<file path="config.mk">
export PLATFORM = sky130hd
export DESIGN_NAME = alu_arbiter
export DESIGN_NICKNAME = d
export VERILOG_FILES = /design/src/rtl/alu_arbiter.sv
export SDC_FILE = /design/constraint.sdc
export NUM_CORES = 1
export LEC_CHECK = 0
export ABC_CLOCK_PERIOD_IN_PS = 2800
export CORE_AREA = 2 2 237 239
export DETAILED_ROUTE_END_ITERATION = 10
export DIE_AREA = 0 0 239 241
export SLEW_MARGIN = 20
export SYNTH_ARGS = -nofsm -noshare
export SYNTH_HDL_FRONTEND = slang
export SYNTH_SLANG_ARGS = --single-unit
</file>
<file path="constraint.sdc">
create_clock -name clk -period 2.8 [get_ports clk]
set_input_delay 0.28 -clock clk [delete_from_list [all_inputs] [get_ports clk]]
set_output_delay 0.28 -clock clk [all_outputs]
set_load 0.1 [all_outputs]
</file>
<file path="src/rtl/alu_arbiter.sv">
// alu_arbiter: round-robin sharing of one combinational ALU between two
// requesters; operands are held SETTLE cycles, then result/flags are captured.
module alu_arbiter #(
    parameter int unsigned WIDTH  = 64,
    parameter int unsigned SETTLE = 4
) (
    input  logic             clk,
    input  logic             reset,

    input  logic             req0_valid,
    output logic             req0_ready,
    input  logic [WIDTH-1:0] req0_a,
    input  logic [WIDTH-1:0] req0_b,
    input  logic [2:0]       req0_cntrl,

    input  logic             req1_valid,
    output logic             req1_ready,
    input  logic [WIDTH-1:0] req1_a,
    input  logic [WIDTH-1:0] req1_b,
    input  logic [2:0]       req1_cntrl,

    output logic             rsp0_valid,
    input  logic             rsp0_ready,
    output logic [WIDTH-1:0] rsp0_result,
    output logic [3:0]       rsp0_flags,

    output logic             rsp1_valid,
    input  logic             rsp1_ready,
    output logic [WIDTH-1:0] rsp1_result,
    output logic [3:0]       rsp1_flags,

    output logic [WIDTH-1:0] alu_a,
    output logic [WIDTH-1:0] alu_b,
    output logic [2:0]       alu_cntrl,
    input  logic [WIDTH-1:0] alu_result,
    input  logic             alu_negative,
    input  logic             alu_zero,
    input  logic             alu_overflow,
    input  logic             alu_carry_out
);

    typedef enum logic {
        IDLE,
        EVAL
    } state_t;

    state_t           state_q, state_d;
    logic             prio_q, prio_d;
    logic             owner_q, owner_d;
    logic [7:0]       cnt_q, cnt_d;
    logic [WIDTH-1:0] alu_a_q, alu_a_d;
    logic [WIDTH-1:0] alu_b_q, alu_b_d;
    logic [2:0]       alu_cntrl_q, alu_cntrl_d;
    logic             rsp0_valid_q, rsp0_valid_d;
    logic [WIDTH-1:0] rsp0_result_q, rsp0_result_d;
    logic [3:0]       rsp0_flags_q, rsp0_flags_d;
    logic             rsp1_valid_q, rsp1_valid_d;
    logic [WIDTH-1:0] rsp1_result_q, rsp1_result_d;
    logic [3:0]       rsp1_flags_q, rsp1_flags_d;

    logic       elig0, elig1, grant0, grant1, hs0, hs1, arith;
    logic [3:0] flags_cap;

    always_comb begin
        elig0  = req0_valid & ~rsp0_valid_q;
        elig1  = req1_valid & ~rsp1_valid_q;
        grant0 = elig0 & (~elig1 | ~prio_q);
        grant1 = elig1 & (~elig0 | prio_q);
    end

    // Gated by reset so nothing is offered while the block is held in reset.
    assign req0_ready = reset & (state_q == IDLE) & grant0;
    assign req1_ready = reset & (state_q == IDLE) & grant1;
    assign hs0        = req0_valid & req0_ready;
    assign hs1        = req1_valid & req1_ready;

    // Overflow/carry only carry meaning for add (010) and sub (011).
    assign arith     = (alu_cntrl_q[2:1] == 2'b01);
    assign flags_cap = {alu_negative, alu_zero, alu_overflow & arith, alu_carry_out & arith};

    always_comb begin
        state_d       = state_q;
        prio_d        = prio_q;
        owner_d       = owner_q;
        cnt_d         = cnt_q;
        alu_a_d       = alu_a_q;
        alu_b_d       = alu_b_q;
        alu_cntrl_d   = alu_cntrl_q;
        rsp0_valid_d  = rsp0_valid_q;
        rsp0_result_d = rsp0_result_q;
        rsp0_flags_d  = rsp0_flags_q;
        rsp1_valid_d  = rsp1_valid_q;
        rsp1_result_d = rsp1_result_q;
        rsp1_flags_d  = rsp1_flags_q;

        if (rsp0_valid_q && rsp0_ready) rsp0_valid_d = 1'b0;
        if (rsp1_valid_q && rsp1_ready) rsp1_valid_d = 1'b0;

        case (state_q)
            IDLE: begin
                if (hs0 || hs1) begin
                    alu_a_d     = hs1 ? req1_a : req0_a;
                    alu_b_d     = hs1 ? req1_b : req0_b;
                    alu_cntrl_d = hs1 ? req1_cntrl : req0_cntrl;
                    owner_d     = hs1;
                    prio_d      = ~hs1;
                    cnt_d       = 8'(SETTLE - 1);
                    state_d     = EVAL;
                end
            end
            EVAL: begin
                if (cnt_q == 8'd0) begin
                    if (owner_q) begin
                        rsp1_valid_d  = 1'b1;
                        rsp1_result_d = alu_result;
                        rsp1_flags_d  = flags_cap;
                    end else begin
                        rsp0_valid_d  = 1'b1;
                        rsp0_result_d = alu_result;
                        rsp0_flags_d  = flags_cap;
                    end
                    state_d = IDLE;
                end else begin
                    cnt_d = cnt_q - 8'd1;
                end
            end
            default: state_d = IDLE;
        endcase
    end

    always_ff @(posedge clk or negedge reset) begin
        if (!reset) begin
            state_q       <= IDLE;
            prio_q        <= 1'b0;
            owner_q       <= 1'b0;
            cnt_q         <= '0;
            alu_a_q       <= '0;
            alu_b_q       <= '0;
            alu_cntrl_q   <= '0;
            rsp0_valid_q  <= 1'b0;
            rsp0_result_q <= '0;
            rsp0_flags_q  <= '0;
            rsp1_valid_q  <= 1'b0;
            rsp1_result_q <= '0;
            rsp1_flags_q  <= '0;
        end else begin
            state_q       <= state_d;
            prio_q        <= prio_d;
            owner_q       <= owner_d;
            cnt_q         <= cnt_d;
            alu_a_q       <= alu_a_d;
            alu_b_q       <= alu_b_d;
            alu_cntrl_q   <= alu_cntrl_d;
            rsp0_valid_q  <= rsp0_valid_d;
            rsp0_result_q <= rsp0_result_d;
            rsp0_flags_q  <= rsp0_flags_d;
            rsp1_valid_q  <= rsp1_valid_d;
            rsp1_result_q <= rsp1_result_d;
            rsp1_flags_q  <= rsp1_flags_d;
        end
    end

    assign alu_a       = alu_a_q;
    assign alu_b       = alu_b_q;
    assign alu_cntrl   = alu_cntrl_q;
    assign rsp0_valid  = rsp0_valid_q;
    assign rsp0_result = rsp0_result_q;
    assign rsp0_flags  = rsp0_flags_q;
    assign rsp1_valid  = rsp1_valid_q;
    assign rsp1_result = rsp1_result_q;
    assign rsp1_flags  = rsp1_flags_q;

endmodule

</file>
==> summary.txt, run 1 <==
Global routing
  – Vias in the first global route: 9665
  – Grt ovf: 0
  – Initial antenna violation count: 4
  – GRT Total Usage: 13.2%
  – Global-route wire length before repair: 58.2 mm
  – Largest net degree at the start of global routing: 152

Timing
  – Final max-slew violation count: 0
  – Slew at the pin with the worst max-slew slack: 1040 ps
  – Final clock skew: 27.4 ps
  – Period minus WS final: 2520 ps
  – Fmax achieved: 0.397 GHz
  – Final Cycle Share: 89.9%
  – Setup ws final: 282 ps
  – RSZ-0062 raised after global routing: false
  – Worst hold slack: 307 ps
  – Slew margin rel.: 31.0%
  – Setup_tns: 0 ps
  – Final Hold Fails: 0
  – # setup viols final: 0

Routing
  – Post-DRT Antenna Nets: 0
  – Routed vias: 9427
  – DRC: 0
  – Initial DRC Count: 738
  – Metal3 WL: 3.27 mm
  – DR WL/cell: 19.2 um
  – Met2 WL: 21.6 mm
  – Pre-Repair DR Iteration Count: 7
  – Top sig layer: met5
  – Vias per cell: 4.37
  – DRT met1 WL: 15.7 mm
  – Total wire length: 41.4 mm

Synth
  – Unique masters post-synth: 36
  – Syn Area/Cell: 13.6 um2
  – Ys Warns: 0
  – Syn_nets: 1158
  – Cell taking the most area after synthesis: dfrtp_1
  – Share of the yosys chip area belonging to registers: 62.9%
  – Synth Register Bits: 280
  – Synth async-reset ratio: 100%
  – Synth top area share: 62.9%
  – Synth Instances: 821
  – Synth top area cells: dfrtp_1 (63%), mux2_2 (13%), a222oi_1 (9.5%)
  – Post-Synthesis Cell Area: 11100 um2
  – Post-synth EDFFs: 0
  – Most used DFF post-synth: dfrtp_1

Placement
  – Port Buffers: 606
  – Final GP Congestion: 0.955
  – Worst slack, placed: 439 ps
  – DP Wirelength: 29.8 mm

Die
  – Row Count: 86
  – Core region area: 54900 um2
  – # IOs: 607
  – Chip width: 239 um
  – Die ar.: 57600 um2
  – Die height: 241 um
  – Initial Utilization: 20.3%

Critical path
  – Largest fanout on the critical path: 40
  – Worst endpoint required time: 2520 ps
  – Critical path class: reg2out
  – Worst EP arrival: 2240 ps
  – CP Capture Type: output port
  – Startpoint Class: register

Clock tree
  – TritonCTS clock tree: yes
  – Clk buf depth: 3
  – Cts bufs inserted: 34
  – Latest clock arrival within the worst-skew pair: 540 ps
  – Clock sink count: 280
  – Clk slew on worst S/H paths: 60 ps
  – H-tree levels: 2
  – Clock root buffer master: clkbuf_16

Flow run
  – Maxcap violations: 0

Outcome
  – Status: finished, final reports clean

Layout
  – Ratio of cells with drive above 1 in the final layout: 33.4%
  – Area growth syn-to-layout: 66.6%
  – Most frequent cells in the layout: clkdlybuf4s50_1 (334), buf_4 (285), dfrtp_1 (280)
  – Commonest non-fill, non-tap cell in the layout: clkdlybuf4s50_1
  – Post-layout util: 33.8%
  – NumNets Final: 1769

Hold path
  – HP Class: in2reg
-- timing repair --
| item | 4_1_cts | 5_1_grt |
|---|---|---|
| setup buffers | 0 | 0 |
| hold endpoints to repair | 12 | 0 |
| hold buffers | 2 | 0 |
| endpoints found under the setup margin | 0 | 1 |
| gates resized for setup | 0 | 1 |
-- worst paths after layout --
check | end | depth (start not counted) | slack [ps] | start
min in group asynchronous | rsp1_result[35]$_DFFE_PN0P_ | 3 | 490 | reset
setup reg to reg | rsp1_result[13]$_DFFE_PN0P_ | 5 | 510 | cnt_q[4]$_DFFE_PN0P_
setup / recovery | req0_ready | 4 | 280 | rsp0_valid$_DFF_PN0_
hold reg to reg | alu_b[17]$_DFFE_PN0P_ | 2 | 490 | alu_b[17]$_DFFE_PN0P_
max in group asynchronous | alu_a[28]$_DFFE_PN0P_ | 4 | 910 | reset
hold / removal | rsp1_valid$_DFF_PN0_ | 2 | 310 | rsp1_ready
-- layer usage --
metal	vias to the layer above	GRT usage, %
li1	4231	-
met1	4676	15.0
met2	461	23.9
met3	55	3.43
met4	4	4.34
met5	-	0
-- cell families (layout without fill, tap and decap cells) --
logic type                 after synthesis  after routing  share of synthesized area [%]
DFF                                    280            280                           62.9
other                                    0              1                              0
adders and majority gates                1              1                          0.112
and+or+nand+nor                         57             57                           2.47
buffers and inverters                  171            802                           6.20
muxes                                  165            165                           16.7
AOI/OAI and AO/OA                      147            149                           11.6
-- registers in the layout, indices dropped and copies added (netlist names) --
register     count
rsp0_flags       4
rsp0_valid       1
rsp1_result     64
prio_q           1
alu_a           64
rsp0_result     64
rsp1_flags       4
rsp1_valid       1
owner_q          1
cnt_q            8
state_q          1
alu_b           64
alu_cntrl        3
-- synth_stat cells, types with 2 or more instances --
| library cell | instances |
|---|---|
| buf_2 | 21 |
| mux2_4 | 9 |
| mux2_2 | 127 |
| nand2_1 | 30 |
| nor2b_1 | 3 |
| dfrtp_1 | 280 |
| inv_1 | 113 |
| nor4_1 | 2 |
| mux2i_1 | 29 |
| buf_6 | 2 |
| nand3_1 | 2 |
| o21ai_0 | 29 |
| a222oi_1 | 106 |
| and3b_1 | 2 |
| a21oi_1 | 4 |
| clkbuf_1 | 32 |
| nor2_1 | 10 |
| buf_4 | 2 |
-- stage by stage --
step	cells	cell area, um2
finish	2159	18500
global route	2159	18500
global placement	2096	17500
CTS	2156	18500
floorplan	821	11100
detailed placement	2096	17500
-- worst max-delay path, cell delays in order, from the launching register on --
cell and delay [ps]:
dfrtp_1 410, nand2b_1 300, a2111oi_4 440, buf_12 270
buf_12 220
-- area by class of cell --
cell class / count / area [um2]
Fill cell: 5474 / 36300
Clock buffer: 53 / 983
Clock inverter: 5 / 50.0
Sequential cell: 280 / 7010
Inverter: 113 / 424
Multi-Input combinational cell: 372 / 3500
Tap cell: 704 / 881
Antenna cell: 1 / 2.50
Timing Repair Buffer: 631 / 5700
Power of run 1 is not shown: default switching activity piles up to over one toggle a cycle in this logic, so the estimate is an artifact.
==> run 2, diff against run 1 <==
SLEW_MARGIN = not set   (was 20)
==> results of run 2 <==
No change in the layout: final DEF, timing and power equal those of run 1.
Power of run 2 is left out for the same reason.
